### config.mk
export PLATFORM = sky130hd
export DESIGN_NAME = phase_decoder_flat
export DESIGN_NICKNAME = d
export VERILOG_FILES = /design/src/rtl/phase_decoder_pkg.sv /design/src/rtl/phase_decoder_if.sv /design/src/rtl/phase_classify.sv /design/src/rtl/phase_decoder.sv /design/src/flat_wrapper.sv
export SDC_FILE = /design/constraint.sdc
export NUM_CORES = 1
export LEC_CHECK = 0
export BUFFER_PORTS_ARGS = -buffer_cell sky130_fd_sc_hd__buf_4
export CAP_MARGIN = 20
export CORE_MARGIN = 2
export CORE_UTILIZATION = 40
export DETAILED_ROUTE_END_ITERATION = 12
export PLACE_DENSITY = 0.57
export SLEW_MARGIN = 20
export SYNTH_ARGS = -nofsm -noshare
export SYNTH_HDL_FRONTEND = slang
export SYNTH_SLANG_ARGS = --single-unit
### constraint.sdc
create_clock -name CLK -period 4.33 [get_ports CLK]
set_clock_uncertainty 0.1 [all_clocks]
set_input_delay 0.866 -clock CLK [delete_from_list [all_inputs] [get_ports CLK]]
set_output_delay 0.866 -clock CLK [all_outputs]
set_load 0.02 [all_outputs]
### src/rtl/phase_decoder_pkg.sv
// Shared types and constants for the phase decoder.
package phase_decoder_pkg;

   typedef enum logic [1:0] {
      StHunt,
      StTrack,
      StLock,
      StStatic
   } state_e;

   typedef enum logic [1:0] {
      ClsOnehot,
      ClsZero,
      ClsOnes,
      ClsInvalid
   } cls_e;

   localparam logic [1:0] MODE_UNKNOWN     = 2'b00;
   localparam logic [1:0] MODE_ROTATING    = 2'b01;
   localparam logic [1:0] MODE_FORCED_LOW  = 2'b10;
   localparam logic [1:0] MODE_FORCED_HIGH = 2'b11;

   localparam int unsigned LOCK_RUN   = 4;
   localparam int unsigned STATIC_RUN = 8;
   localparam int unsigned ERR_CNT_W  = 8;

   // Line mode reported for a static level of the given class
   function automatic logic [1:0] static_mode(cls_e c);
      return (c == ClsZero) ? MODE_FORCED_LOW : MODE_FORCED_HIGH;
   endfunction

endpackage

### src/rtl/phase_decoder_if.sv
// Phase lines in, decoded status out.
interface phase_decoder_if;
   import phase_decoder_pkg::*;

   logic                 IN1;
   logic                 IN2;
   logic                 IN3;
   logic                 IN4;
   logic [1:0]           MODE;
   logic [1:0]           PHASE;
   logic                 LOCKED;
   logic                 ERR;
   logic [ERR_CNT_W-1:0] ERR_CNT;

   modport master (
      output IN1, IN2, IN3, IN4,
      input  MODE, PHASE, LOCKED, ERR, ERR_CNT
   );

   modport slave (
      input  IN1, IN2, IN3, IN4,
      output MODE, PHASE, LOCKED, ERR, ERR_CNT
   );

endinterface

### src/rtl/phase_classify.sv
// Classifies a 4-bit phase sample as one-hot, all-zero, all-one or invalid.
module phase_classify
   import phase_decoder_pkg::*;
(
   input  logic [3:0] smp,
   output cls_e       cls,
   output logic [1:0] idx
);

   // Decode the sample; idx is meaningful only for ClsOnehot
   always_comb begin
      cls = ClsInvalid;
      idx = 2'd0;
      unique case (smp)
         4'b0001: begin cls = ClsOnehot; idx = 2'd0; end
         4'b0010: begin cls = ClsOnehot; idx = 2'd1; end
         4'b0100: begin cls = ClsOnehot; idx = 2'd2; end
         4'b1000: begin cls = ClsOnehot; idx = 2'd3; end
         4'b0000: cls = ClsZero;
         4'b1111: cls = ClsOnes;
         default: cls = ClsInvalid;
      endcase
   end

endmodule

### src/rtl/phase_decoder.sv
// Tracks a rotating four-phase sequence, detects static levels and counts errors.
module phase_decoder
   import phase_decoder_pkg::*;
(
   input logic            CLK,
   input logic            RST_N,
   phase_decoder_if.slave bus
);

   logic [3:0]           smp_q;
   logic                 smp_vld_q;  // smp_q holds a real capture, not the reset value
   state_e               state_q;
   logic [2:0]           run_q;
   logic [3:0]           srun_q;
   cls_e                 sval_q;
   logic [1:0]           prev_q;
   logic [1:0]           mode_q;
   logic [1:0]           phase_q;
   logic                 locked_q;
   logic                 err_q;
   logic [ERR_CNT_W-1:0] err_cnt_q;

   cls_e       cls;
   logic [1:0] idx;
   logic       succ;
   logic       err_det;

   phase_classify u_classify (
      .smp (smp_q),
      .cls (cls),
      .idx (idx)
   );

   // Successor check and error detection; lock loss plus invalid is still one error
   always_comb begin
      succ    = (cls == ClsOnehot) && (idx == prev_q + 2'd1);
      err_det = (cls == ClsInvalid) || ((state_q == StLock) && !succ);
   end

   // Sample capture, decoder FSM, counters and registered outputs
   always_ff @(posedge CLK or negedge RST_N) begin
      if (!RST_N) begin
         smp_q     <= 4'b0000;
         smp_vld_q <= 1'b0;
         state_q   <= StHunt;
         run_q     <= '0;
         srun_q    <= '0;
         sval_q    <= ClsZero;
         prev_q    <= 2'd0;
         mode_q    <= MODE_UNKNOWN;
         phase_q   <= 2'd0;
         locked_q  <= 1'b0;
         err_q     <= 1'b0;
         err_cnt_q <= '0;
      end else begin
         smp_q     <= {bus.IN4, bus.IN3, bus.IN2, bus.IN1};
         smp_vld_q <= 1'b1;
         err_q     <= 1'b0;
         if (smp_vld_q) begin
            if (err_det) begin
               err_q <= 1'b1;
               if (err_cnt_q != {ERR_CNT_W{1'b1}}) err_cnt_q <= err_cnt_q + 1'b1;
            end
            unique case (state_q)
               StHunt: begin
                  unique case (cls)
                     ClsOnehot: begin
                        state_q <= StTrack;
                        run_q   <= 3'd1;
                        prev_q  <= idx;
                        srun_q  <= '0;
                     end
                     ClsZero, ClsOnes: begin
                        if ((srun_q != '0) && (sval_q == cls)) begin
                           srun_q <= srun_q + 4'd1;
                           if (srun_q + 4'd1 == 4'(STATIC_RUN)) begin
                              state_q <= StStatic;
                              mode_q  <= static_mode(cls);
                           end
                        end else begin
                           srun_q <= 4'd1;
                           sval_q <= cls;
                        end
                     end
                     default: srun_q <= '0;
                  endcase
               end
               StTrack: begin
                  if (cls == ClsOnehot) begin
                     prev_q <= idx;
                     if (succ) begin
                        run_q <= run_q + 3'd1;
                        if (run_q + 3'd1 == 3'(LOCK_RUN)) begin
                           state_q  <= StLock;
                           locked_q <= 1'b1;
                           mode_q   <= MODE_ROTATING;
                           phase_q  <= idx;
                        end
                     end else begin
                        run_q <= 3'd1;
                     end
                  end else begin
                     state_q <= StHunt;
                     run_q   <= '0;
                  end
               end
               StLock: begin
                  if (succ) begin
                     prev_q  <= idx;
                     phase_q <= idx;
                  end else begin
                     state_q  <= StHunt;
                     locked_q <= 1'b0;
                     mode_q   <= MODE_UNKNOWN;
                     run_q    <= '0;
                  end
               end
               StStatic: begin
                  if (cls != sval_q) begin
                     state_q <= StHunt;
                     mode_q  <= MODE_UNKNOWN;
                     srun_q  <= '0;
                  end
               end
               default: state_q <= StHunt;
            endcase
         end
      end
   end

   assign bus.MODE    = mode_q;
   assign bus.PHASE   = phase_q;
   assign bus.LOCKED  = locked_q;
   assign bus.ERR     = err_q;
   assign bus.ERR_CNT = err_cnt_q;

endmodule

### src/flat_wrapper.sv
// flat-port wrapper written by rule: the top's interface ports become plain ports
module phase_decoder_flat import phase_decoder_pkg::*;
  (CLK, RST_N, bus_IN1, bus_IN2, bus_IN3, bus_IN4, bus_MODE, bus_PHASE, bus_LOCKED, bus_ERR, bus_ERR_CNT);
  phase_decoder_if bus_i ();
  input logic CLK;
  input logic RST_N;
  input wire logic [$bits(bus_i.IN1)-1:0] bus_IN1;
  input wire logic [$bits(bus_i.IN2)-1:0] bus_IN2;
  input wire logic [$bits(bus_i.IN3)-1:0] bus_IN3;
  input wire logic [$bits(bus_i.IN4)-1:0] bus_IN4;
  output wire logic [$bits(bus_i.MODE)-1:0] bus_MODE;
  output wire logic [$bits(bus_i.PHASE)-1:0] bus_PHASE;
  output wire logic [$bits(bus_i.LOCKED)-1:0] bus_LOCKED;
  output wire logic [$bits(bus_i.ERR)-1:0] bus_ERR;
  output wire logic [$bits(bus_i.ERR_CNT)-1:0] bus_ERR_CNT;
  assign bus_i.IN1 = bus_IN1;
  assign bus_i.IN2 = bus_IN2;
  assign bus_i.IN3 = bus_IN3;
  assign bus_i.IN4 = bus_IN4;
  assign bus_MODE = bus_i.MODE;
  assign bus_PHASE = bus_i.PHASE;
  assign bus_LOCKED = bus_i.LOCKED;
  assign bus_ERR = bus_i.ERR;
  assign bus_ERR_CNT = bus_i.ERR_CNT;
  phase_decoder u_core (.CLK(CLK), .RST_N(RST_N), .bus(bus_i));
endmodule
**After elaboration in Yosys (flattened, before gate mapping)**

Cells that the tools add are included.

- Flip-flop bits (word level): 32
- Output and inout port bits: 14

- $add $sub $neg: 4
- Equality and inequality tests: 33
- Mux-type cells: 42
- Bitwise gates (word level): 1
- Reduce and logical (&&, ||, !) cells: 25

Operator list:

| cell | number |
|---|---|
| 2-bit two-way mux | 18 |
| 2-bit by 1-bit != test with 1-bit output, second input constant | 9 |
| 2-bit case mux with 4 select lines | 2 |
| 4-bit equality test, second input constant | 3 |
| 3-bit two-way mux | 4 |
| 4-bit two-way mux | 3 |
| 3-bit by 2-bit != test with 1-bit output, second input constant | 4 |
| 2-bit case mux with 2 select lines | 3 |
| 2-bit case mux with 3 select lines | 2 |
| 4-bit AND reduction | 3 |
| 6-bit AND reduction | 2 |
| 3-bit case mux with 3 select lines | 1 |
| 9-bit AND reduction | 1 |
| 8-bit by 1-bit adder with 8-bit output, second input constant | 1 |
| 2-bit equality test, second input constant | 4 |
| 8-bit != test, second input constant | 1 |
| 4-bit case mux with 2 select lines | 1 |
| 8-bit AND reduction | 1 |
| 1-bit two-way mux | 7 |
| 3-bit AND reduction | 2 |
| 2-bit nonzero test | 3 |
| 4-bit by 1-bit adder with 4-bit output, second input constant | 1 |
| 2-bit by 1-bit equality test with 1-bit output, second input constant | 2 |
| 2-bit equality test | 2 |
| 20 further kinds | 25 |

**Logic depth before layout (Yosys ltp)**

Gate-level depths: netlist of the first run.

- Depth after elaboration: 10
- Depth in mapped cells: 12
- Mapped depth without buffers: 10

**By module**

A second synthesis of the first run with hierarchy kept.

- Cell total of the unflattened synthesis: 186
- Area, all modules: 1914.3 sq um

By module, submodules not included:

| module | times used | cells each | area an instance (sq um) |
|---|---|---|---|
| phase_decoder | 1 | 172 | 1820.5 |
| phase_classify | 1 | 14 | 93.8 |

**Least setup slack after synthesis of the first run**

No wires, ideal clock.

- Path type: register -> register
- Start point: reg u_core.smp_q[0]
- End point: reg u_core.mode_q[0] (netlist: u_core.bus.MODE[0])
- Arrival time: 2.897 ns
- Data required time: 4.102 ns
- Path slack: 1.205 ns
- Stages on the path, launching flop included: 13
- Period minus slack after synthesis: 3.125 ns
- Cells stage by stage: dfrtp_1 -> buf_6 -> nor4_4 -> inv_1 -> ha_1 -> buf_4 -> o211ai_1 -> o311a_1 -> nor3_2 -> nand2b_4 -> or4b_4 -> a211oi_2 -> mux2_1

- Cells in the longest elaborated chain, start to end: 9

Ends and longest elaborated chain:

| what | RTL line | text |
|---|---|---|
| start: declaration | phase_decoder.sv:10 | `logic [3:0] smp_q;` |
| start signal: assignment | phase_decoder.sv:56 | `smp_q <= {bus.IN4, bus.IN3, bus.IN2, bus.IN1};` |
| 4-bit equality test, or another cell as far along | phase_classify.sv:14 | `unique case (smp)` |
| 4-bit OR reduction (no source line) | - |  |
| 2-bit case mux with 3 select lines | phase_classify.sv:14 |  |
| 2-bit by 1-bit equality test with 1-bit output | phase_decoder_pkg.sv:29, phase_decoder.sv:66 |  |
| 1-bit two-way mux | phase_decoder_pkg.sv:29 | `return (c == ClsZero) ? MODE_FORCED_LOW : MODE_FORCED_HIGH;` |
| 2-bit two-way mux | phase_decoder.sv:76 | `if (srun_q + 4'd1 == 4'(STATIC_RUN)) begin` |
| 2-bit two-way mux | phase_decoder.sv:74 | `if ((srun_q != '0) && (sval_q == cls)) begin` |
| 2-bit two-way mux | phase_decoder.sv:66 | `unique case (cls)` |
| 2-bit case mux with 4 select lines | phase_decoder.sv:64 | `unique case (state_q)` |
| end signal: assignment | phase_decoder.sv:78 | `mode_q <= static_mode(cls);` |
| end: declaration | phase_decoder.sv:17 | `logic [1:0] mode_q;` |

Parallel ways exist; a longest one is shown, timed or not. The select of a mux whose other input is x is not followed.
A chain may end at the register's enable or synchronous reset.

**Worst setup path in the final report of the first run**

- Start point: reg u_core.smp_q[3]
- End point: reg u_core.mode_q[0] (netlist: u_core.bus.MODE[0])

The elaborated chain is that of the path after synthesis.

==> flow_metrics.env, run 1 <==
export IMPL_crit_type="register to register"
export IMPL_ctsHoldBuffers=0
export IMPL_power_share_clock_pct=22.4
export IMPL_setup_viol=0
export IMPL_synth_avg_cell_area_um2=10.1
export IMPL_start_util_pct=41.3
export IMPL_rsz0062_at_grt="false"
export IMPL_io_pins=20
export IMPL_layout_min_cycle_time_ns=3.60
export IMPL_fp_dieH_um=76.6
export IMPL_outcome="finished clean"
export IMPL_reg2regPathDepth=10
export IMPL_num_vias=1565
export IMPL_cp_end_kind="register"
export IMPL_antenna_cells=0
export IMPL_tightest_slew_ns=0.786
export IMPL_port_buffers=19
export IMPL_cts_htree_levels=2
export IMPL_final_common_cell="dfrtp_1"
export IMPL_cts_buffers=5
export IMPL_grt_pass1_wl_um=7160
export IMPL_postLayoutCellArea_mm2=0.00236
export IMPL_grt_max_degree=33
export IMPL_switchingPower_mw=0.488
export IMPL_track_usage_pct=15.5
export IMPL_wl_per_cell_um=13.7
export IMPL_wirelength_um=4070
export IMPL_regToRegSetupSlack_ns=0.73
export IMPL_cts_resized=0
export IMPL_final_cell_mix="31 x dfrtp_1, 21 x nand2_1, 19 x buf_4"
export IMPL_fin_nets=243
export IMPL_fp_dieArea_mm2=0.00587
export IMPL_synth_seq_cells=32
export IMPL_yosys_warnings=0
export IMPL_yosysSeqAreaShare_pct=38.0
export IMPL_drive_gt1_share_pct=23.0
export IMPL_worstReg2RegStart="u_core.smp_q[3]"
export IMPL_power_frac_seq_pct=37.8
export IMPL_maxCapViolCount=0
export IMPL_cts_setup_buffers=0
export IMPL_synthesis_nets=226
export IMPL_ir_drop_v=0.000240
export IMPL_ant_nets=0
export IMPL_hold_viol_final=0
export IMPL_viasPerCell=5.29
export IMPL_synth_area_mm2=0.00211
export IMPL_synth_edf_count=0
export IMPL_cts_tree="done"
export IMPL_gp_congestion=0.773
export IMPL_yosys_area_top_type="dfrtp_1"
export IMPL_synth_cell_type_count=60
export IMPL_synthFlopType="dfrtp_1"
export IMPL_synth_top_cell_area_share_pct=36.8
export IMPL_yosys_top_cells_area="dfrtp_1 37%, ha_1 7.1%, mux2_2 4.3%"
export IMPL_dpl_hpwl_um=2920
export IMPL_cts_sinks=32
export IMPL_min_path_type="input pin to async pin"
export IMPL_async_reset_ff_share_pct=100
export IMPL_post_place_ws_ns=0.757
export IMPL_first_iter_violations=71
export IMPL_hold_ws_ns=0.396
export IMPL_syn2layout_area_growth_pct=12.0
export IMPL_grt_pass1_vias=1448
export IMPL_clock_root_buffer="clkbuf_8"
export IMPL_worstReg2RegEnd="u_core.bus.MODE[0]"
export IMPL_drcViolationCount=0
export IMPL_internal_power_mw=0.782
export IMPL_pwr_share_comb_pct=39.8
export IMPL_swShare_pct=38.4
export IMPL_clkTransAtPathRegs_ns=0.07
export IMPL_timing_setup_tns_ns=0
export IMPL_totalPowerFinal_mw=1.27
export IMPL_synthCells=208
export IMPL_grt_ovfl_total=0
export IMPL_postPlaceCellArea_mm2=0.00225
export IMPL_max_freq_mhz=278
export IMPL_coreArea_mm2=0.00511
export IMPL_die_w_um=76.6
export IMPL_p_leak_nw=0.996
export IMPL_worstPathArrival_ns=3.66
export IMPL_clock_latency_ns=0.29
export IMPL_slew_headroom_pct=47.3
export IMPL_required_ns=4.39
export IMPL_drtPass1Iterations=4
export IMPL_rows=26
export IMPL_finalMaxSlewViolations=0
export IMPL_worstPathMaxFanout=17
export IMPL_cts_buffer_depth=2
export IMPL_critPathLaunchType="register"
export IMPL_post_route_period_util_pct=83.1
export IMPL_finalWorstSetupSlack_ns=0.734
export IMPL_power_density_mw_per_mm2=538
export IMPL_antenna_found_initial=0
[cells in the mapped netlist, drive strengths merged (4+ instances only)]
library cell  instances
buf                   9
xnor2                 7
nor2                 10
xor2                  5
nor3                  7
nand2b                5
nand2                21
o31ai                 4
a21oi                11
dfrtp                31
inv                  10
nand3                 5
mux2                  9
o21ai                 9
nand4                 4
ha                   12
a211oi                4
[power groups by stage]
stage / combinational, mW / sequential, mW / clock (mW)
2_1_floorplan: 0.333 / 0.513 / 0
3_3_place_gp: 0.502 / 0.486 / 0
3_5_place_dp: 0.505 / 0.487 / 0
4_1_cts: 0.508 / 0.482 / 0.296
5_1_grt: 0.569 / 0.498 / 0.312
6_report: 0.505 / 0.480 / 0.285
[per-stage QoR]
step                      cells  utilization, %
after floorplan             208               -
after global placement      288            44.1
after detailed placement    288            44.1
after CTS                   296            46.3
after global routing        296            46.3
final                       296            46.3
[registers in the layout (all words and copies together) (netlist names)]
name	count
u_core.bus.ERR_CNT	8
u_core.smp_q	4
u_core.srun_q	4
u_core.run_q	3
u_core.bus.MODE	2
u_core.bus.PHASE	2
u_core.prev_q	2
u_core.state_q	2
u_core.sval_q	2
u_core.bus.ERR	1
u_core.bus.LOCKED	1
u_core.smp_vld_q	1
[layer usage]
metal	vias up	wire length (µm)	track usage (%)
li1	788	-	-
met1	745	2030	21.1
met2	25	1790	22.7
met3	7	152	4.62
met4	0	95	7.09
met5	-	0	0
[worst max-delay path by stage]
stage,startpoint,cells after the start,slack (ns),end
after floorplan,u_core.smp_q[0],12,1.21,u_core.bus.MODE[0]
after global placement,u_core.smp_q[3],10,0.89,u_core.bus.MODE[0]
after detailed placement,u_core.smp_q[3],10,0.76,u_core.bus.MODE[0]
after CTS,u_core.smp_q[3],10,0.74,u_core.bus.MODE[0]
after global routing,u_core.smp_q[3],10,0.47,u_core.bus.MODE[0]
final,u_core.smp_q[3],10,0.73,u_core.bus.MODE[0]
[worst max-delay path: stages (launching register included)]
cell and delay (ns):
dfrtp_1 0.60, nor4_4 0.47, inv_1 0.08, ha_1 0.35
a21o_2 0.26, a21oi_1 0.14, o21ai_1 0.19, a31oi_2 0.42
a21oi_1 0.25, a211oi_2 0.28, mux2_1 0.34
[layout make-up]
type	instances	area, µm²
flip-flops and latches	32	802
repair buffers	19	143
well taps	70	87.6
fillers	491	2750
clock inverters	3	42.5
multi-input cells	157	1180
clock buffers	5	68.8
inverters	10	37.5
[cells by family after synthesis]
| family | share of synthesized area (%) |
|---|---|
| AOI/OAI and AO/OA | 19.0 |
| buffers and inverters | 5.93 |
| and+or+nand+nor | 18.0 |
| muxes | 6.23 |
| adders and majority gates | 7.66 |
| DFF | 38.0 |
| xor gates and xnor gates | 4.99 |
| other | 0.178 |
Note: power is estimated with default switching activity, not from simulation.
==> inputs of run 2 (changes only) <==
--- a/config.mk
+++ b/config.mk
@@ -10,7 +10,7 @@
 export CORE_MARGIN = 2
 export CORE_UTILIZATION = 40
 export DETAILED_ROUTE_END_ITERATION = 12
-export PLACE_DENSITY = 0.57
+export PLACE_DENSITY = 0.59
 export SLEW_MARGIN = 20
 export SYNTH_ARGS = -nofsm -noshare
 export SYNTH_HDL_FRONTEND = slang
==> constraint.sdc (replaced) <==
create_clock -name CLK -period 3.3 [get_ports CLK]
set_clock_uncertainty 0.1 [all_clocks]
set_input_delay 0.66 -clock CLK [delete_from_list [all_inputs] [get_ports CLK]]
set_output_delay 0.66 -clock CLK [all_outputs]
set_load 0.02 [all_outputs]
==> run 2 against run 1 <==
Against the previous run: critical path depth is the same; combinational power up 34%; sequential share of layout area down 1.1 points; sequential power is 30% higher; utilization rose by 1.6 points; critical endpoint unchanged; largest cell class unchanged; highest routed layer unchanged.
==> flow_metrics.env, run 2 (same netlist as run 1, synthesis figures left out) <==
export IMPL_outcome="finished clean"
export IMPL_wl_per_cell_um=13.1
export IMPL_finalWorstSetupSlack_ns=0.207
export IMPL_power_density_mw_per_mm2=701
export IMPL_p_leak_nw=1.05
export IMPL_min_path_type="input pin to async pin"
export IMPL_final_common_cell="dfrtp_1"
export IMPL_fin_nets=252
export IMPL_rows=26
export IMPL_required_ns=3.37
export IMPL_cts_htree_levels=2
export IMPL_maxCapViolCount=0
export IMPL_power_frac_seq_pct=36.3
export IMPL_gp_congestion=0.830
export IMPL_cts_sinks=32
export IMPL_grt_ovfl_total=0
export IMPL_switchingPower_mw=0.632
export IMPL_postLayoutCellArea_mm2=0.00244
export IMPL_layout_min_cycle_time_ns=3.09
export IMPL_largest_register_ffs=8
export IMPL_finalMaxSlewViolations=0
export IMPL_max_freq_mhz=323
export IMPL_pwr_share_comb_pct=39.5
export IMPL_drcViolationCount=0
export IMPL_post_place_ws_ns=0.211
export IMPL_viasPerCell=5.19
export IMPL_ant_nets=0
export IMPL_fp_dieArea_mm2=0.00587
export IMPL_die_w_um=76.6
export IMPL_cts_tree="done"
export IMPL_syn2layout_area_growth_pct=16.0
export IMPL_postPlaceCellArea_mm2=0.00232
export IMPL_timing_setup_tns_ns=0
export IMPL_antenna_found_initial=0
export IMPL_cts_resized=0
export IMPL_final_cell_mix="31 x dfrtp_1, 28 x buf_4, 21 x nand2_1"
export IMPL_clock_latency_ns=0.29
export IMPL_num_vias=1582
export IMPL_hold_ws_ns=0.205
export IMPL_first_iter_violations=46
export IMPL_post_route_period_util_pct=93.7
export IMPL_drive_gt1_share_pct=26.0
export IMPL_setup_viol=0
export IMPL_coreArea_mm2=0.00511
export IMPL_wirelength_um=4010
export IMPL_hold_viol_final=0
export IMPL_worstPathMaxFanout=10
export IMPL_ctsHoldBuffers=0
export IMPL_clock_root_buffer="clkbuf_8"
export IMPL_utilization_pct=47.9
export IMPL_power_share_clock_pct=24.2
export IMPL_cts_setup_buffers=0
export IMPL_io_pins=20
export IMPL_cts_buffer_depth=2
export IMPL_grt_pass1_vias=1538
export IMPL_worstPathArrival_ns=3.17
export IMPL_clkTransAtPathRegs_ns=0.07
export IMPL_drtPass1Iterations=4
export IMPL_fp_dieH_um=76.6
export IMPL_start_util_pct=41.3
export IMPL_cts_buffers=5
export IMPL_port_buffers=19
export IMPL_track_usage_pct=15.2
export IMPL_grt_max_degree=33
export IMPL_dpl_hpwl_um=2950
export IMPL_regToRegSetupSlack_ns=0.21
export IMPL_cp_end_kind="register"
export IMPL_internal_power_mw=1.08
export IMPL_grt_pass1_wl_um=7050
export IMPL_swShare_pct=36.9
export IMPL_antenna_cells=0
export IMPL_ir_drop_v=0.000295
export IMPL_rsz0062_at_grt="false"
export IMPL_crit_type="register to register"
export IMPL_critPathLaunchType="register"
==> run 2: changes by cell type in the layout (fill, tap and decap cells not counted) <==
cell / previous run / this run
clkinvlp_4: 1 / 0
buf_4: 19 / 28
clkbuf_8: 5 / 7
clkinv_2: 1 / 0
==> run 2: per-layer routing <==
layer	vias to the layer above	share of wire (%)	track usage (%)
met1	752	49	19.0
met2	19	46	24.9
met3	6	3.3	3.91
met5	-	0	0
met4	0	1.7	6.55
li1	805	-	-
==> run 2: final timing paths <==
path	start	to	cells after the start
worst min-delay path	RST_N	u_core.run_q[2]	1
min in group CLK	bus_IN2	u_core.smp_q[1]	1
worst max-delay path	u_core.smp_q[2]	u_core.bus.MODE[0]	10
worst min register to register	u_core.bus.ERR_CNT[4]	u_core.bus.ERR_CNT[4]	1
max in group asynchronous	RST_N	u_core.sval_q[0]	1
worst max register to register	u_core.smp_q[2]	u_core.bus.MODE[0]	10
==> run 2: power by group through the flow <==
stage                     Sequential (mW)  Clock (mW)  Combinational [mW]
after floorplan                     0.673           0               0.437
after global placement              0.629           0               0.677
after detailed placement            0.630           0               0.680
after CTS                           0.623       0.426               0.684
after global routing                0.645       0.445               0.752
final                               0.622       0.416               0.677
==> run 2: through the flow <==
step,std cells,total power [mW]
floorplan,208,1.11
global placement,297,1.31
detailed placement,297,1.31
CTS,305,1.73
global route,305,1.84
finish,305,1.71
==> run 2: critical path: stages, from the launching register on <==
cell and delay [ns]:
dfrtp_1 0.41, buf_4 0.18, nand4_1 0.10, ha_1 0.35
nand2b_1 0.09, o311a_1 0.35, o21ai_2 0.22, nand2b_4 0.07
or4b_4 0.52, a211oi_2 0.25, mux2_1 0.34
==> run 2: layout make-up <==
cell class	instances	area, µm²
flip-flops and latches	32	802
clock buffers	7	96.3
fillers	491	2660
multi-input cells	157	1180
well taps	70	87.6
repair buffers	28	210
clock inverters	1	30.0
inverters	10	37.5
